`src/rtl/dct_seq_pkg.sv`:
```
// Shared types and width helpers for the dct_unit MAC sequencer.
// Holds the sequencer state enum, default geometry and the counter width functions.
package dct_seq_pkg;

    typedef enum logic [1:0] {
        StIdle,
        StMult,
        StDrain,
        StHold
    } seq_state_e;

    localparam int unsigned DefTaps = 8;
    localparam int unsigned DefRows = 8;

    function automatic int unsigned TAP_W(input int unsigned taps);
        return (taps > 1) ? $clog2(taps) : 1;
    endfunction

    function automatic int unsigned ROW_W(input int unsigned rows);
        return (rows > 1) ? $clog2(rows) : 1;
    endfunction

endpackage

```
`src/rtl/dct_tap_counter.sv`:
```
// Modulo-N up counter with enable, synchronous clear and terminal-count flag.
// Used for both the tap index and the row index of the MAC sequencer.
module dct_tap_counter #(
    parameter int unsigned N = 8,
    parameter int unsigned W = (N > 1) ? $clog2(N) : 1
) (
    input  logic         clk,
    input  logic         rst,
    input  logic         en_i,
    input  logic         clr_i,
    output logic [W-1:0] cnt_o,
    output logic         tc_o
);

    logic [W-1:0] cnt_q;
    logic [W-1:0] cnt_d;

    assign tc_o  = (cnt_q == W'(N - 1));
    assign cnt_o = cnt_q;

    always_comb begin
        cnt_d = cnt_q;
        if (clr_i) begin
            cnt_d = '0;
        end else if (en_i) begin
            cnt_d = tc_o ? '0 : cnt_q + W'(1);
        end
    end

    always_ff @(posedge clk or negedge rst) begin
        if (!rst) begin
            cnt_q <= '0;
        end else begin
            cnt_q <= cnt_d;
        end
    end

endmodule

```
`src/rtl/dct_mac_sequencer.sv`:
```
// Control sequencer for one dct_unit MAC: TAPS multiply cycles, a drain cycle, then a
// valid/ready result hand-off; counts rows per block. DCT_MAC_SEQ_ROUND_EN enables round_o.
module dct_mac_sequencer
    import dct_seq_pkg::*;
#(
    parameter int unsigned TAPS = DefTaps,
    parameter int unsigned ROWS = DefRows
) (
    input  logic                     clk,
    input  logic                     rst,
    input  logic                     ena,
    input  logic                     start_i,
    output logic                     ready_o,
    output logic [TAP_W(TAPS)-1:0]   tap_o,
    output logic                     mult_en_o,
    output logic                     acc_clr_o,
    output logic                     acc_en_o,
    output logic                     round_o,
    output logic                     dout_valid_o,
    input  logic                     dout_ready_i,
    output logic [ROW_W(ROWS)-1:0]   row_o,
    output logic                     block_done_o,
    output logic                     busy_o
);

    localparam int unsigned TW = TAP_W(TAPS);
    localparam int unsigned RW = ROW_W(ROWS);

    seq_state_e state_q, state_d;
    logic       acc_en_q, acc_en_d;
    logic       acc_clr_q, acc_clr_d;

    logic          tap_tc;
    logic          row_tc;
    logic [TW-1:0] tap_cnt;
    logic [RW-1:0] row_cnt;
    logic          handoff;
    logic          in_mult;

    assign in_mult = (state_q == StMult);
    assign handoff = ena && (state_q == StHold) && dout_ready_i;

    dct_tap_counter #(
        .N (TAPS),
        .W (TW)
    ) u_tap_cnt (
        .clk   (clk),
        .rst   (rst),
        .en_i  (ena && in_mult),
        .clr_i (ena && (state_q == StIdle)),
        .cnt_o (tap_cnt),
        .tc_o  (tap_tc)
    );

    dct_tap_counter #(
        .N (ROWS),
        .W (RW)
    ) u_row_cnt (
        .clk   (clk),
        .rst   (rst),
        .en_i  (handoff),
        .clr_i (1'b0),
        .cnt_o (row_cnt),
        .tc_o  (row_tc)
    );

    always_comb begin
        state_d = state_q;
        unique case (state_q)
            StIdle:  if (ena && start_i) state_d = StMult;
            StMult:  if (ena && tap_tc) state_d = StDrain;
            StDrain: if (ena) state_d = StHold;
            StHold:  if (handoff) state_d = StIdle;
            default: state_d = StIdle;
        endcase
    end

    // Accumulator strobes trail the multiplier register by one cycle.
    always_comb begin
        acc_en_d  = acc_en_q;
        acc_clr_d = acc_clr_q;
        if (ena) begin
            acc_en_d  = in_mult;
            acc_clr_d = in_mult && (tap_cnt == '0);
        end
    end

    always_ff @(posedge clk or negedge rst) begin
        if (!rst) begin
            state_q   <= StIdle;
            acc_en_q  <= 1'b0;
            acc_clr_q <= 1'b0;
        end else begin
            state_q   <= state_d;
            acc_en_q  <= acc_en_d;
            acc_clr_q <= acc_clr_d;
        end
    end

`ifdef DCT_MAC_SEQ_ROUND_EN
    logic round_q, round_d;

    always_comb begin
        round_d = round_q;
        if (ena) begin
            round_d = in_mult && tap_tc;
        end
    end

    always_ff @(posedge clk or negedge rst) begin
        if (!rst) begin
            round_q <= 1'b0;
        end else begin
            round_q <= round_d;
        end
    end

    assign round_o = round_q && ena;
`else
    assign round_o = 1'b0;
`endif

    // Gating with ena keeps a frozen cycle from capturing or accumulating twice.
    assign mult_en_o    = in_mult && ena;
    assign acc_en_o     = acc_en_q && ena;
    assign acc_clr_o    = acc_clr_q && ena;
    assign tap_o        = tap_cnt;
    assign row_o        = row_cnt;
    assign ready_o      = (state_q == StIdle);
    assign busy_o       = (state_q != StIdle);
    assign dout_valid_o = (state_q == StHold);
    assign block_done_o = handoff && row_tc;

endmodule

```
`config.mk`:
```
export PLATFORM = sky130hd
export DESIGN_NAME = dct_mac_sequencer
export DESIGN_NICKNAME = d
export VERILOG_FILES = /design/src/rtl/dct_seq_pkg.sv /design/src/rtl/dct_tap_counter.sv /design/src/rtl/dct_mac_sequencer.sv
export SDC_FILE = /design/constraint.sdc
export NUM_CORES = 1
export LEC_CHECK = 0
export CAP_MARGIN = 5
export CORE_MARGIN = 2
export CORE_UTILIZATION = 44
export CTS_CLUSTER_SIZE = 12
export DETAILED_ROUTE_END_ITERATION = 6
export PLACE_DENSITY = 0.76
export SYNTH_ARGS = -nofsm -noshare
export SYNTH_HDL_FRONTEND = slang
export SYNTH_HIERARCHICAL = 1
export SYNTH_SLANG_ARGS = --single-unit
```
`constraint.sdc`:
```
create_clock -name clk -period 1.9 [get_ports clk]
set_clock_uncertainty 0.1 [all_clocks]
set_input_delay 0.38 -clock clk [delete_from_list [all_inputs] [get_ports clk]]
set_output_delay 0.38 -clock clk [all_outputs]
set_load 0.05 [all_outputs]
```
==> impl_metrics.toml <==
[timing]
drv_slew = 0
timing.final.crit_period_ps = 1870
timing_hold_violations_final = 0
totalNegativeSetupSlack_ps = 0
rsz0062_at_grt = "yes"
maxClockFrequency_mhz = 536
timing.final.setup_violations = 0
post-route-worst-setup-slack_ps = 33.0
finalCritPeriodShare_pct = 98.3

[critical_path]
setup.worst_path.start_class = "flip-flop"
critical_path_peak_fanout = 3
setup.worst_path.end_class = "primary output"
crit_path_max_incr_delay_ps = 450
crit_slowest_cell = "sky130_fd_sc_hd__dfrtp_2"
arrival_ps = 1390
cp_num_buf_inv = 1
timing.critical_path.cells = "ha_4 > and3_1 > and2_4 > buf_12"
required_ps = 1420
path_delay_family = "flip-flops"
worst-setup-path-type = "reg2out"

[die]
starting_density_pct = 48.1
num_io_pins = 19
die_w_um = 42.0
core.rowCount = 13
design.core.area_um2 = 1320
die-area_um2 = 1760
die_height_um = 42.0

[clock_network]
cts.reportedPaths.clkPinSlew_ps = 60
cts_made_buffers = 3
cts_sinks = 10
htree_num_levels = 1
cts_tree = "done"
root_buffer = "sky130_fd_sc_hd__clkbuf_4"
clock_latency_ps = 270
holdBufCountCts = 0
ctsLongestPathBuffers = 2

[cells_and_area]
flow.area_growth_from_synthesis_pct = 66.9
most_frequent_standard_cell_in_the_layout_excluding_fill_and_tap_cells = "sky130_fd_sc_hd__buf_4"
final_cell_mix = "sky130_fd_sc_hd__buf_4 (16), sky130_fd_sc_hd__buf_12 (7), sky130_fd_sc_hd__dfrtp_1 (6)"
layout-drive-gt1-share_pct = 48.9
final_cell_area_um2 = 1060
num-nets-final = 107
antenna_cells = 0
layout.cells.non_filler = 107

[logic_synthesis]
yosys_warnings = 6
synth.yosys.seq_area_share_pct = 39.4
syn-mean-instance-area_um2 = 11.1
mappedNetlistArea_um2 = 634
yosys.area_share.xor_xnor_pct = 0
synth_top_family_by_area = "adder cells"
synth_seq_cells = 10
yosys.cell_types.count = 20
synth_top_cell_area_share_pct = 39.4
muxShareOfSynthArea_pct = 10.3
post-synth-top-area-cell = "sky130_fd_sc_hd__dfrtp_1"
arithmetic_cell_share_of_the_synthesized_area_counting_full_adders_half_adders_and_majority_gates_pct = 17.8
synth-compound-area-share_pct = 12.0
simple_logic_cell_fraction_of_the_synthesized_area_pct = 15.8
synth.top_cells.by_area = "sky130_fd_sc_hd__dfrtp_1 (39%), sky130_fd_sc_hd__ha_1 (18%), sky130_fd_sc_hd__mux2i_1 (7.9%), sky130_fd_sc_hd__a2111oi_4 (4.3%), sky130_fd_sc_hd__and2_1 (3.9%)"
synthCells = 57

[power_and_ir_drop]
vdd_ir_drop_max_uv = 959
net_sw_share_pct = 44.1
pwr-share-clk_pct = 9.1
comb_power_share_pct = 69.1
power_uw = 1710
seqPwrFrac_pct = 21.7
leakagePower_uw = 0.000511
p_switching_uw = 757
p_int_uw = 958
powerDensity_nw_per_um2 = 1620

[grt]
grt_pass1_wl_um = 2450
largest_net_degree_at_the_start_of_global_routing = 11
antenna_found_initial = 0
grt_util_all_layers_pct = 19.7
gr-total-overflow = 0
first_global_vias = 535

[run_status]
run_status = "finished, final reports clean"

[run]
count_of_maximum_capacitance_violations = 0

[detailed_routing]
drt_wl_total_um = 1490
firstDrtPassIters = 1
detail_route.drc_violations = 0
detail_route.iter0.violations = 0
post_drt_wl_per_cell_um = 13.9
vias_per_cell = 4.70
routed-via-count = 503
drt.antenna.violating_nets = 0

[placement]
post-place-cells = 97
pre_cts_slack_ps = -139
dp_hpwl_um = 1000
gp_congestion = 0.684
placement.cell_area_um2 = 937
io_buffer_count = 17

[worst_hold_path]
holdCritPathClass = "in2async"
==> cell usage after synthesis <==
| cell | instances |
|---|---|
| sky130_fd_sc_hd__and2_1 | 4 |
| sky130_fd_sc_hd__and3_1 | 1 |
| sky130_fd_sc_hd__nand2_1 | 2 |
| sky130_fd_sc_hd__ha_1 | 9 |
| sky130_fd_sc_hd__conb_1 | 1 |
| sky130_fd_sc_hd__a21boi_1 | 1 |
| sky130_fd_sc_hd__mux2_4 | 1 |
| sky130_fd_sc_hd__a21oi_2 | 2 |
| sky130_fd_sc_hd__nor2b_1 | 1 |
| sky130_fd_sc_hd__buf_4 | 1 |
| sky130_fd_sc_hd__o21ai_0 | 1 |
| sky130_fd_sc_hd__nand2b_1 | 3 |
| sky130_fd_sc_hd__or3b_1 | 2 |
| sky130_fd_sc_hd__mux2i_1 | 5 |
| sky130_fd_sc_hd__a2111oi_4 | 1 |
| sky130_fd_sc_hd__o21ba_1 | 1 |
| sky130_fd_sc_hd__nor2_1 | 5 |
| sky130_fd_sc_hd__inv_1 | 5 |
| sky130_fd_sc_hd__dfrtp_1 | 10 |
| sky130_fd_sc_hd__o41ai_1 | 1 |
==> routing by layer <==
metal  track usage [%]  routed length [um]  up-vias
met4              13.5                  42        0
li1                  -                   -      258
met5                 0                   0        -
met1              20.6                 627      232
met2              32.8                 763        9
met3              6.90                  53        4
==> stage by stage <==
stage                     hold slack [ps]  utilization (%)
final                                 336             80.3
after CTS                             338             75.8
after global routing                  368             80.3
after global placement                362             71.1
after floorplan                     -15.6                -
after detailed placement              369             71.1
==> sequential cells by signal (all words and copies together), names as in the netlist <==
name and count:
acc_clr_q 1, acc_en_q 1, state_q 2, u_row_cnt/cnt_o 3
u_tap_cnt/cnt_o 3
==> cells by family after synthesis <==
group	after synthesis
buf+inv	6
other cells	1
mux	6
simple gates	18
compound gates	7
fa+ha+maj	9
flops	10
==> layout make-up <==
| type | instances | area (um^2) |
|---|---|---|
| multi-input cells | 44 | 418 |
| repair buffers | 29 | 322 |
| fillers | 76 | 259 |
| flip-flops and latches | 10 | 255 |
| clock buffers | 4 | 26.3 |
| inverters | 5 | 18.8 |
| well taps | 15 | 18.8 |
==> power groups by stage <==
stage | clock (uW) | combinational (uW) | sequential, uW
finish | 156 | 1190 | 373
global route | 169 | 1260 | 388
CTS | 164 | 1080 | 366
detailed placement | 0 | 1030 | 363
global placement | 0 | 1020 | 357
floorplan | 0 | 545 | 441
==> final timing paths <==
check	from	endpoint	slack, ps	cells after the start
max in group asynchronous	rst	u_tap_cnt/cnt_o[2]	1010	1
min in group clk	acc_clr_q	acc_clr_q	390	2
max	state_q[1]	block_done_o	30	4
min reg2reg	acc_clr_q	acc_clr_q	390	2
max reg2reg	state_q[1]	state_q[1]	50	5
min	rst	acc_en_q	340	1
==> worst reg2reg max path, cell delays in order, from the launching register on <==
cell and delay (ps):
sky130_fd_sc_hd__dfrtp_2 450, sky130_fd_sc_hd__ha_4 170, sky130_fd_sc_hd__buf_6 110, sky130_fd_sc_hd__o21ba_4 220, sky130_fd_sc_hd__a2111oi_4 350, sky130_fd_sc_hd__mux2_4 330
==> timing repair <==
action / 4_1_cts / 5_1_grt
pin swaps: 1 / 3
setup endpoints to repair: 2 / 4
buffers inserted: 3 / 3
resized for setup: 5 / 10
(Power assumes the default switching activity.)
==> RTL edit 1, RTL diff (config.mk and constraints unchanged) <==
Add a define of `DCT_MAC_SEQ_ROUND_EN`.
--- a/src/rtl/dct_mac_sequencer.sv
+++ b/src/rtl/dct_mac_sequencer.sv
@@ -1,5 +1,7 @@
 // Control sequencer for one dct_unit MAC: TAPS multiply cycles, a drain cycle, then a
 // valid/ready result hand-off; counts rows per block. DCT_MAC_SEQ_ROUND_EN enables round_o.
+`define DCT_MAC_SEQ_ROUND_EN
+
 module dct_mac_sequencer
     import dct_seq_pkg::*;
 #(
Check against the original RTL: not equivalent (Yosys sat finds a counterexample within 10 cycles, from zero or initial values and one cycle with rst low).
==> RTL edit 1 against the original RTL <==
  * Critical path depth is the same
  * Sequential cell count grew 1
  * Wire length shrank 7.4%
  * Largest cell class unchanged
  * Design area shrank 0.12%
  * Synthesized area grew 5.9%
  * Hold slack gained 9.7 ps
  * Total power shrank 1.3%
  * Critical endpoint unchanged
  * Non-clock buffer count shrank 3
  * Setup slack gained 19 ps
==> RTL edit 1: results <==
global_route:
  grt_max_degree: 12
  antenna_found_initial: 0
  grt_util_all_layers: 0.188
  grt_pass1_wl_um: 2440
  grt_pass1_vias: 545
clock_tree:
  clk_pin_slew_ps: 70
  clk_latency_ps: 260
  cts_buffer_depth: 2
  cts_buffers: 3
  root_buffer: "clkbuf_4"
  cts_max_level: 1
place:
  portBuffers: 18
  dp_hpwl_um: 1030
  gp_congestion: 0.765
power:
  internal-power_uw: 926
  leakage_nw: 0.519
  peakVddDrop_mv: 1.06
yosys:
  synth_area_leaders: "dfrtp_1, ha_1, mux2i_1, and2_1, inv_1"
  ys_async_sr_fraction: 1.00
  ys_top_cells_by_count: "dfrtp_1, ha_1, inv_1"
  synth-seq-area-share: 0.410
  synth_flop_cell: "dfrtp_1"
  yosysWarnings: 6
  ys_types: 21
layout:
  nets: 108
  drive_above_1_share: 0.398
  fillers: 108
  num_antenna_cells: 0
worst_setup_path:
  cp_data_arrival_time_ps: 1370
  crit_fanout: 3
routing:
  first_iter_violations: 25
  via_count: 543
  wl_per_cell_um: 12.6
  first_pass_iters: 4
worst_hold_path:
  hold_class: "primary input to asynchronous set/reset pin"
outcome:
  status: "completed"
timing:
  slew_headroom: 0.667
==> RTL edit 1: cell types whose count changed in the layout (fill, tap and decap cells not counted), moves of 2 or more <==
cell	before	now
buf_6	2	0
dfrtp_1	6	10
inv_1	2	4
dfrtp_2	4	1
or2b_1	0	2
buf_4	16	14
==> RTL edit 1: worst max-delay path: stages, from the launching register on <==
cell and delay (ps):
dfrtp_2 450, ha_4 170, and3_1 180, and2_4 170, buf_12 140
==> RTL edit 1: timing repair <==
action,4_1_cts,5_1_grt
endpoints found under the setup margin,1,3
buffers inserted,4,0
pin swaps,1,1
gates resized for setup,1,6
==> RTL edit 1: worst paths after layout <==
check | start | end | slack [ps] | cells after the start
worst min-delay path | rst | acc_en_q | 350 | 1
max in group asynchronous | rst | state_q[1] | 990 | 1
worst max-delay path | state_q[1] | block_done_o | 50 | 4
min in group clk | acc_clr_q | acc_clr_q | 390 | 2
worst min register to register | acc_clr_q | acc_clr_q | 390 | 2
worst max register to register | state_q[1] | state_q[1] | 80 | 6
==> RTL edit 1: final cells by class <==
class | count | share of cell area
inverter | 6 | 0.0213
sequential | 11 | 0.262
multi-input combinational | 46 | 0.385
timing repair buffer | 26 | 0.289
tap | 16 | 0.0189
clock buffer | 4 | 0.0249
==> RTL edit 1: power groups by stage <==
| stage | clock network, mW | logic (mW) | registers, mW |
|---|---|---|---|
| 6_report | 0.158 | 1.14 | 0.397 |
| 5_1_grt | 0.186 | 1.21 | 0.409 |
| 4_1_cts | 0.163 | 1.11 | 0.391 |
| 3_5_place_dp | 0 | 1.04 | 0.389 |
| 3_3_place_gp | 0 | 1.02 | 0.388 |
| 2_1_floorplan | 0 | 0.545 | 0.488 |
==> RTL edit 1: stage by stage <==
| step | cell area [sq um] | power (mW) | setup WS, ps | instances | util |
|---|---|---|---|---|---|
| after floorplan | 686 | 1.03 | 36.1 | 64 | - |
| after CTS | 1040 | 1.67 | 5.03 | 109 | 0.708 |
| after global placement | 976 | 1.41 | 38.7 | 101 | 0.663 |
| after global routing | 1060 | 1.81 | 9.98 | 109 | 0.719 |
| final | 1060 | 1.69 | 52.1 | 109 | 0.719 |
| after detailed placement | 976 | 1.43 | 18.9 | 101 | 0.663 |
==> RTL edit 1: metal layers <==
metal	share of wire	GRT usage	routed length (um)	vias to the layer above
li1	-	-	-	266
met1	0.41	0.227	570	257
met2	0.51	0.297	698	18
met3	0.065	0.0553	89	2
met4	0.013	0.109	18	0
met5	0	0	0	-
==> RTL edit 1: kinds of logic after synthesis <==
family | after synthesis | synth area share
AO/OA/AOI/OAI | 7 | 0.0912
AND/OR/NAND/NOR | 21 | 0.188
multiplexers | 6 | 0.0968
adder cells (fa/ha/maj) | 9 | 0.168
flip-flops | 11 | 0.410
buffers and inverters | 7 | 0.0410
other | 1 | 0.00558
==> RTL edit 2, RTL diff (same flow settings) <==
Without the edit above. Encoding of `seq_state_e`: now one-hot (4 bits for 4 states).
--- a/src/rtl/dct_seq_pkg.sv
+++ b/src/rtl/dct_seq_pkg.sv
@@ -2,11 +2,11 @@
 // Holds the sequencer state enum, default geometry and the counter width functions.
 package dct_seq_pkg;
 
-    typedef enum logic [1:0] {
-        StIdle,
-        StMult,
-        StDrain,
-        StHold
+    typedef enum logic [3:0] {
+        StIdle  = 4'b0001,
+        StMult  = 4'b0010,
+        StDrain = 4'b0100,
+        StHold  = 4'b1000
     } seq_state_e;
 
     localparam int unsigned DefTaps = 8;
Check against the original RTL: no difference found for any inputs over 10 cycles, from zero or initial values and one cycle with rst low; not proved beyond that.
==> RTL edit 2 against the original RTL <==
  * The run now ends with negative setup slack left
  * Non-clock buffer count increased by 1
  * Synthesized cell count is 16% higher
  * Setup slack worse by 100 ps
  * Sequential cell count grew 2
  * Via count increased by 24%
  * Design area rose by 2.0%
  * Global-route usage is 0.66 points higher
  * Synthesized area rose by 13%
  * Register-to-register slack improved by 160 ps
  * Wire length increased by 12%
  * Critical path depth stayed put
  * Largest cell class unchanged
  * Cell count grew 8.4%
Power is not compared: it rests on default switching activity, and its combinational part moved more than twofold at a synthesized area within 25%.
==> RTL edit 2: results <==
layout:
  nets: 110
  multi_input_area_share: 0.373
  drive_above_1_share: 0.420
  clkbuf_count: 4
  fillers: 114
  multiInputCombCellCount: 51
  nonClkBufAreaFrac: 0.293
  largest_reg_flops: 4
  num_antenna_cells: 0
  seq_share: 0.280
  clk_share: 0.0243
  non_clock_buffer_count: 30
  inv_count: 3
clock_tree:
  cts_buffer_depth: 2
  root_buffer: "clkbuf_4"
  cts_sinks: 12
  cts_buffers: 3
  cts_max_level: 1
yosys:
  yosysWarnings: 6
  synth_flop_cell: "dfrtp_1"
  ys_async_sr_fraction: 1.00
  ys_types: 31
  synth-seq-area-share: 0.421
  synth_area_leaders: "dfrtp_1, ha_1, mux2i_1, dfstp_2, or3b_1"
  ys_top_cells_by_count: "dfrtp_1, nor2_1, and2_1, ha_1, mux2i_1"
global_route:
  grt_util_all_layers: 0.204
  antenna_found_initial: 0
  grt_pass1_wl_um: 2820
  grt_max_degree: 13
  grt_pass1_vias: 629
timing:
  setup_ws_ps: -67.2
  fin_crit_ps: 1970
  setup_viol: 4
  fin_setup_tns_ps: -174
power:
  power.density_nw_per_um2: 558
  clk-power_uw: 168
  internal-power_uw: 417
routing:
  vias_per_cell: 5.39
  first_pass_iters: 6
  first_iter_violations: 11
  wl_per_cell_um: 14.3
outcome:
  status: "finished with violations"
  violations: "negative setup slack"
worst_setup_path:
  cp_top_family: "simple AND/OR/NAND/NOR gates"
  cpMaxStageDelayCell: "dfstp_2"
  cp_data_arrival_time_ps: 1490
  crit_fanout: 7
  crit_path_end: "block_done_o"
  rrSetupSlack_ps: 210
  r2r_end: "u_row_cnt/cnt_o[0]"
  r2r-start: "state_q[0]"
  r2r_cells: 5
  cpPeakStageDelay_ps: 420
place:
  dp_hpwl_um: 1220
  dp_slack_ps: -30.5
  gp_congestion: 0.736
  portBuffers: 17
  placed_area_sq_um: 1020
floorplanning:
  fp.dieW_um: 44.3
==> RTL edit 2: routing by layer <==
layer,global-route usage,vias to the layer above,part of all wire,wire [um]
li1,-,295,-,-
met1,0.240,298,0.37,612
met2,0.353,27,0.53,881
met3,0.0327,5,0.077,127
met4,0.109,0,0.022,37
met5,0,-,0,0
==> RTL edit 2: what timing repair did <==
action                     CTS  global route
gates resized for setup      5             1
pin swaps                    1             0
setup endpoints to repair    5             4
gates cloned                 0             0
hold buffers                 0             0
buffers inserted             3             0
==> RTL edit 2: logic make-up after synthesis <==
family          synth area share
fa+ha+maj                 0.0699
buf+inv                   0.0472
simple gates               0.290
compound gates             0.110
other cells              0.00524
mux                       0.0559
flops                      0.421
==> RTL edit 2: metrics by stage <==
stage          instances  utilization  hold slack (ps)
2_1_floorplan         69            -            -15.6
4_1_cts              116        0.706              369
3_5_place_dp         109        0.668              414
6_report             116        0.709              356
3_3_place_gp         109        0.668              369
5_1_grt              116        0.709              407
